### config.mk
export PLATFORM = sky130hd
export DESIGN_NAME = page_qin_mchan
export DESIGN_NICKNAME = d
export VERILOG_FILES = /design/src/rtl/page_qin_pkg.sv /design/src/rtl/page_qin_chan.sv /design/src/rtl/page_qin_mchan.sv
export SDC_FILE = /design/constraint.sdc
export NUM_CORES = 1
export LEC_CHECK = 0
export CORE_UTILIZATION = 54
export DETAILED_ROUTE_END_ITERATION = 8
export GPL_TIMING_DRIVEN = 0
export PLACE_DENSITY = 0.79
export SLEW_MARGIN = 20
export SYNTH_ARGS = -nofsm -noshare
export SYNTH_HDL_FRONTEND = slang
export SYNTH_HIERARCHICAL = 1
export SYNTH_SLANG_ARGS = --single-unit
### constraint.sdc
create_clock -name clock -period 2.3 [get_ports clock]
set_input_delay 0.345 -clock clock [delete_from_list [all_inputs] [get_ports clock]]
set_output_delay 0.345 -clock clock [all_outputs]
set_load 0.01 [all_outputs]
### src/rtl/page_qin_pkg.sv
// Shared definitions for the page input queue: clog2 helper, token layout,
// and the RESERVE range check macro.
`ifndef PAGE_QIN_PKG_SV
`define PAGE_QIN_PKG_SV

// True when the slack setting leaves at least one non-reserved slot.
`define PAGE_QIN_RESERVE_OK(depth, rsv) (((rsv) >= 0) && ((rsv) < (depth)))

package page_qin_pkg;

   // Token layout: {data, eos}. The eos flag sits in the LSB.
   localparam int EOS_POS = 0;

   function automatic int tokW(input int w);
      return w + 1;
   endfunction

   function automatic int clog2(input int n);
      int r;
      r = 0;
      while ((1 << r) < n) r++;
      return r;
   endfunction

endpackage

`endif

### src/rtl/page_qin_chan.sv
// One channel of the page input queue: DEPTH-entry FIFO with early busy,
// sticky overflow and eos-seen flags.
// Optional macro PAGE_QIN_HWM_EN adds a high-water-mark output.
module page_qin_chan
   import page_qin_pkg::*;
#(
   parameter int W       = 16,
   parameter int DEPTH   = 4,
   parameter int RESERVE = 1
) (
   input  logic                        clock,
   input  logic                        reset,
   input  logic [W-1:0]                qinD,
   input  logic                        qinE,
   input  logic                        qinV,
   output logic                        qinB,
   output logic [W-1:0]                qoutD,
   output logic                        qoutE,
   output logic                        qoutV,
   input  logic                        qoutB,
   output logic                        ovf,
   output logic                        eosSeen
`ifdef PAGE_QIN_HWM_EN
   ,
   output logic [clog2(DEPTH+1)-1:0]   hwm
`endif
);

   localparam int CW = clog2(DEPTH + 1);
   localparam int PW = (clog2(DEPTH) < 1) ? 1 : clog2(DEPTH);
   localparam int TW = tokW(W);
   localparam logic [CW-1:0] DEPTH_C = CW'(DEPTH);
   localparam logic [CW-1:0] BUSY_C  = CW'(DEPTH - RESERVE);
   localparam logic [PW-1:0] LAST_P  = PW'(DEPTH - 1);

   logic [TW-1:0] mem [DEPTH];
   logic [PW-1:0] rdPtr, wrPtr;
   logic [CW-1:0] count;
   logic [TW-1:0] head;
   logic          push, pop;

   // Pointers wrap by explicit compare so DEPTH need not be a power of two.
   function automatic logic [PW-1:0] nextPtr(input logic [PW-1:0] p);
      return (p == LAST_P) ? '0 : PW'(p + 1'b1);
   endfunction

   assign head  = mem[rdPtr];
   assign qoutV = (count != '0);
   assign pop   = qoutV & ~qoutB;
   assign push  = qinV & ((count < DEPTH_C) | pop);
   assign qinB  = (count >= BUSY_C);
   assign qoutD = qoutV ? head[TW-1:1] : '0;
   assign qoutE = qoutV & head[EOS_POS];

   // Token storage; stale entries are masked on the output by qoutV.
   always_ff @(posedge clock) begin
      if (push) mem[wrPtr] <= {qinD, qinE};
   end

   // Pointers, occupancy and sticky status flags.
   always_ff @(posedge clock or negedge reset) begin
      if (!reset) begin
         rdPtr   <= '0;
         wrPtr   <= '0;
         count   <= '0;
         ovf     <= 1'b0;
         eosSeen <= 1'b0;
      end else begin
         if (push) wrPtr <= nextPtr(wrPtr);
         if (pop)  rdPtr <= nextPtr(rdPtr);
         case ({push, pop})
            2'b10:   count <= count + 1'b1;
            2'b01:   count <= count - 1'b1;
            default: count <= count;
         endcase
         if (qinV && (count == DEPTH_C) && !pop) ovf <= 1'b1;
         if (pop && head[EOS_POS]) eosSeen <= 1'b1;
      end
   end

`ifdef PAGE_QIN_HWM_EN
   // High-water mark trails count by one edge.
   always_ff @(posedge clock or negedge reset) begin
      if (!reset)           hwm <= '0;
      else if (count > hwm) hwm <= count;
   end
`endif

endmodule

### src/rtl/page_qin_mchan.sv
// Multi-channel page input queue: NCH independent page_qin_chan instances.
// Optional macro PAGE_QIN_HWM_EN adds the per-channel hwm bus.
module page_qin_mchan
   import page_qin_pkg::*;
#(
   parameter int W       = 16,
   parameter int NCH     = 1,
   parameter int DEPTH   = 4,
   parameter int RESERVE = 1,
   localparam int HWMW   = clog2(DEPTH + 1)
) (
   input  logic                clock,
   input  logic                reset,
   input  logic [NCH*W-1:0]    qin_d,
   input  logic [NCH-1:0]      qin_e,
   input  logic [NCH-1:0]      qin_v,
   output logic [NCH-1:0]      qin_b,
   output logic [NCH*W-1:0]    qout_d,
   output logic [NCH-1:0]      qout_e,
   output logic [NCH-1:0]      qout_v,
   input  logic [NCH-1:0]      qout_b,
   output logic [NCH-1:0]      ovf,
   output logic [NCH-1:0]      eos_seen
`ifdef PAGE_QIN_HWM_EN
   ,
   output logic [NCH*HWMW-1:0] hwm
`endif
);

   // Reject configurations with no usable slot or a degenerate FIFO.
   if (!`PAGE_QIN_RESERVE_OK(DEPTH, RESERVE) || DEPTH < 2) begin : gBadCfg
      $error("page_qin_mchan: need DEPTH>=2 and 0<=RESERVE<DEPTH");
   end

   // One queue per channel, buses sliced per channel index.
   for (genvar c = 0; c < NCH; c++) begin : gChan
      page_qin_chan #(
         .W       (W),
         .DEPTH   (DEPTH),
         .RESERVE (RESERVE)
      ) uChan (
         .clock   (clock),
         .reset   (reset),
         .qinD    (qin_d[c*W +: W]),
         .qinE    (qin_e[c]),
         .qinV    (qin_v[c]),
         .qinB    (qin_b[c]),
         .qoutD   (qout_d[c*W +: W]),
         .qoutE   (qout_e[c]),
         .qoutV   (qout_v[c]),
         .qoutB   (qout_b[c]),
         .ovf     (ovf[c]),
         .eosSeen (eos_seen[c])
`ifdef PAGE_QIN_HWM_EN
         ,
         .hwm     (hwm[c*HWMW +: HWMW])
`endif
      );
   end

endmodule

# == After elaboration in Yosys (flattened, before gate mapping) ==
# Memory sizes are Yosys's and may differ from the RTL's.
# Index checks and enable logic that the tools add are counted.
# totals
ram_bits,68
n_memories,1
ff_bits,9
# classes
addsub,4
bitwise_logic,5
n_reduce_logical,6
magnitude_cmp,2
n_eq_ne,5
muxes,6
# memory_table
memory,depth,width,read_ports,rd_clocked_by_memory_dff,write_ports,line_no,source
gChan[0].uChan.mem,4,17,1,0,1,page_qin_chan.sv:36,logic [TW-1:0] mem [DEPTH];
# ops
cell,count
16-bit two-way mux,1
"2-bit equality test, second input constant",3
3-bit case mux with 2 select lines,1
"2-bit by 1-bit adder with 2-bit output, second input constant",2
2-bit two-way mux,2
"3-bit by 1-bit adder with 3-bit output, second input constant",1
1-bit bitwise AND,3
"3-bit equality test, second input constant",1
"3-bit by 2-bit >= comparator with 1-bit output, second input constant",1
1-bit logical AND,3
"3-bit less-than comparator, second input constant",1
3-bit nonzero test,1
"3-bit by 1-bit subtractor with 3-bit output, second input constant",1
"2-bit by 1-bit equality test with 1-bit output, second input constant",1
1-bit two-way mux,2
2-bit nonzero test,1
1-bit zero test,1
1-bit inverter,1
1-bit OR,1

# == Depth between registers and ports, before layout ==
# depth
depth_word,6
ltp_mapped,8
mapped_depth_nobuf,8

# == Worst setup path before layout ==
# Ideal clock, no wire load.
# synth_timing
kind,register -> register
startpoint,register gChan[0].uChan.count[0]
endpoint,register gChan[0].uChan.count[2]
setup_time_ns,0.129
path_buffers,0
arrival_ns,1.614
path_stages_with_launch,9
path_slack_ns,0.557
synth_period_minus_slack_ns,1.743
path_cell_list,dfrtp_1 -> nor3_4 -> nor2_2 -> ha_1 -> inv_1 -> fa_1 -> xor2_1 -> nor2_1 -> xor2_1
# synth_via
elab_chain_cells,6
# synth_lines
element,line_no,source
from (decl),page_qin_chan.sv:38,logic [CW-1:0] count;
from (signal assigned),page_qin_chan.sv:72,2'b10: count <= count + 1'b1;
from (signal assigned),page_qin_chan.sv:73,2'b01: count <= count - 1'b1;
from (signal assigned),page_qin_chan.sv:74,default: count <= count;
3-bit nonzero test *,page_qin_chan.sv:48,assign qoutV = (count != '0);
1-bit bitwise AND *,page_qin_chan.sv:49,assign pop = qoutV & ~qoutB;
net gChan[0].uChan.pop,page_qin_chan.sv:40,"logic push, pop;"
1-bit OR,page_qin_chan.sv:50,assign push = qinV & ((count < DEPTH_C) | pop);
1-bit bitwise AND,page_qin_chan.sv:50,
2-bit by 1-bit equality test with 1-bit output / 2-bit equality test (equally long branches),page_qin_chan.sv:71,"case ({push, pop})"
3-bit case mux with 2 select lines / 2-bit nonzero test (equally long branches),n/a,
# The timed path passes the listed nets; every way through them passes the cells marked *.
# A chain may end at the register's enable or synchronous reset.

# == Worst setup path after layout ==
# layout_timing
startpoint,register gChan[0].uChan.rdPtr[0]
endpoint,output qout_d[5]
# layout_via
elab_chain_cells,2
# layout_lines
element,line_no,source
from (decl),page_qin_chan.sv:37,"logic [PW-1:0] rdPtr, wrPtr;"
from (signal assigned),page_qin_chan.sv:70,if (pop) rdPtr <= nextPtr(rdPtr);
memory 4 x 17 bit,n/a,
16-bit two-way mux,page_qin_chan.sv:52,assign qoutD = qoutV ? head[TW-1:1] : '0;
to (decl),page_qin_mchan.sv:18,"output logic [NCH*W-1:0] qout_d,"
# Every way passes these cells.

==> reports/results.txt <==
Status -> complete, no violations
CTS Root Cell -> clkbuf_8
Area of the multi-input gates -> 803 um2
R2r startpoint -> gChan[0].uChan/count[2]
Combinational power share -> 0.395
Io pins -> 42
Total of warnings raised by yosys -> 6
Final period util -> 0.976
Maxcap violations -> 0
DIE WIDTH -> 78.3 um
Ys async rst share -> 0.117
DR DRC count -> 0
R2R cell count -> 2
Initial antenna violation count -> 0
CTS tree -> done
Worst skew pair latency -> 340 ps
Library cells used by synthesis -> 25
Seq/Total Area, Yosys -> 0.721
Minimum clock period -> 2250 ps
Critical path class -> flip-flop to output port
Int Power -> 3.51 mW
FF-to-FF setup slack -> 140 ps
Top-area cell type share of the netlist area -> 0.649
Maximum VDD drop -> 693 uV
Pins Over Slew Limit -> 0
Hold buffers post-CTS -> 0
Worst setup SP type -> flip-flop
Top cells by area, synth -> edfxtp_1 65%, mux4_1 7.5%, dfrtp_1 7.2%, mux4_2 5.7%, nor2b_1 3.0%
Cells after Synth -> 154
# fillers -> 341
Die Ht -> 78.3 um
H-tree Lvls -> 3
Diode count -> 0
WL final -> 5680 um
Cell Chain, Critical Path -> buf_6 -> bufbuf_16 -> mux4_2 -> nor2b_4 -> buf_2
GRT overflow -> 0
CP max FO -> 4
Vias -> 1,584
IO buf count -> 41
Sequential share of power -> 0.392
CP required -> 1960 ps
Layout cell share with drive strength beyond 1 -> 0.305
Critical path origin -> gChan[0].uChan/rdPtr[0]
EDFF count, synth -> 68
Pre-CTS setup slack -> -202 ps
Fmax -> 445 MHz
Max_slew headroom -> 0.364
CTS sink count -> 77
DP HPWL -> 3300 um
Remaining antenna violation count -> 0
Power Density -> 1280 mW/mm2
Synthesized flop and latch total -> 77
Setup violators final -> 0
Crit path max-delay cell type -> mux4_2
Vias per Instance -> 5.42
Vias in the first global route -> 1,659
Clock buffer depth -> 2
WHS -> 299 ps
Syn_nets -> 182
Num CTS Buffers -> 9
Post-synth top area cell -> edfxtp_1
Post-synth top flop -> edfxtp_1
NetSw -> 1.48 mW
DIE AREA -> 0.00613 mm2
WL/cell -> 19.5 um
Crit path buf inv count -> 3
Net Sw Frac -> 0.296
Fin Clk Skew -> 8.13 ps
First-pass DRT Iterations -> 4
Core ar. -> 0.00557 mm2
Largest net degree at the start of global routing -> 18
Layout Utilization -> 0.700
Top delay family on crit path -> multiplexers
GRT Resource Usage Total -> 0.197
Crit path DAT -> 1900 ps
P&R area growth vs syn -> 24.1%
Reg2reg end -> gChan[0].uChan/mem[1][16]
First-pass GRT wire length -> 8440 um
Syn Area/Cell -> 20.4 um2
Synth cell count leaders -> 68 x edfxtp_1, 15 x nor2b_1, 9 x dfrtp_1, 9 x mux4_1, 8 x mux4_2
Critical path's largest stage delay -> 500 ps
Pleak -> 1.44 nW
Final RePlAce weighted congestion -> 0.717
Clock Pin Slew Worst Setup and Hold Paths -> 80 ps
Final worst setup slack -> 54.1 ps
FF+latch area -> 0.00227 mm2
Post-synthesis cell area -> 0.00314 mm2
Clock power frac -> 0.212
Most numerous cell in the Yosys netlist -> edfxtp_1
Setup tns final -> 0 ps
Final net count -> 243
Initial cell density of the core -> 0.564
Final hold vios -> 0
Worst setup EP type -> output port
Slew @ Worst Pin -> 954 ps
Num rows -> 27
Initial DRC Count -> 77
Hold crit path type -> input pin to async pin
[flip-flops by register name, indices dropped and copies added, names as in the netlist]
name	cells
gChan.uChan/rdPtr	2
gChan.uChan/wrPtr	2
gChan.uChan/eosSeen	1
gChan.uChan/ovf	1
gChan.uChan/count	3
gChan.uChan/mem	68
[what timing repair did]
action                     CTS  global route
setup endpoints to repair   18            18
hold endpoints to repair     0             0
resized for setup           52            23
cloned                       2             0
pin swaps                    1             0
buffers inserted             8             0
[per-stage QoR]
stage               instance area (um2)  power, mW  cells
finish                             3900       4.99    292
global route                       3900       5.23    292
CTS                                3980       5.08    293
detailed placement                 3640       3.84    267
global placement                   3640       3.76    267
floorplan                          3140       3.06    154
[metal layers]
| layer | up-vias | wire, um | GRT usage |
|---|---|---|---|
| met5 | - | 0 | 0 |
| met4 | 0 | 29 | 0.0704 |
| met3 | 4 | 297 | 0.0523 |
| met2 | 59 | 3000 | 0.342 |
| met1 | 803 | 2350 | 0.239 |
| li1 | 718 | - | - |
[power by group through the flow]
stage / logic, mW / clock network (mW) / registers (mW)
floorplan: 1.12 / 0 / 1.93
global route: 2.12 / 1.12 / 1.98
detailed placement: 1.87 / 0 / 1.97
finish: 1.97 / 1.06 / 1.96
CTS: 2.06 / 1.07 / 1.94
global placement: 1.82 / 0 / 1.94
[worst reg2reg max path, stage by stage (launching register included)]
cell	delay, ps
dfrtp_1	470
a21boi_1	460
and2_1	840
[cell families (layout without fill, tap and decap cells)]
logic type                 count (synthesis)  after routing  synth area share
DFF                                       77             77             0.721
AOI/OAI and AO/OA                          6              6            0.0135
buffers and inverters                     12             78            0.0231
muxes                                     20             20             0.143
xor gates and xnor gates                   3              3           0.00836
adders and majority gates                  7              7            0.0302
and+or+nand+nor                           29             29            0.0609
[worst max path at each step]
stage	end	slack (ps)	cells past startpoint
2_1_floorplan	gChan[0].uChan/count[2]	560	8
3_3_place_gp	gChan[0].uChan/mem[0][5]	-110	3
3_5_place_dp	gChan[0].uChan/mem[3][5]	-200	3
4_1_cts	qout_d[5]	-110	5
5_1_grt	qout_d[5]	-0.8	5
6_report	qout_d[5]	50	5
[area by class of cell]
type | count | area share
Buffer | 5 | 0.0141
Clock buffer | 10 | 0.0327
Clock inverter | 6 | 0.0199
Inverter | 7 | 0.00673
Multi-Input combinational cell | 65 | 0.206
Sequential cell | 77 | 0.581
Tap cell | 72 | 0.0231
Timing Repair Buffer | 50 | 0.116
[layout by cell type (no fill, tap or decap), types with 2 or more instances in the layout]
master	n
buf_2	9
bufinv_16	2
inv_1	7
dfrtp_1	8
clkdlybuf4s50_1	24
nor2b_1	12
a21o_1	2
o21ai_0	2
xor2_1	2
and2_1	4
nand2_1	2
mux2_2	2
clkinv_1	2
mux4_1	4
clkbuf_2	9
mux4_2	13
edfxtp_1	68
clkbuf_8	9
nor2_1	4
buf_12	2
buf_4	6
nor2b_4	4
clkinv_2	2
ha_1	6
No activity file was read; power rests on OpenSTA's default activity.
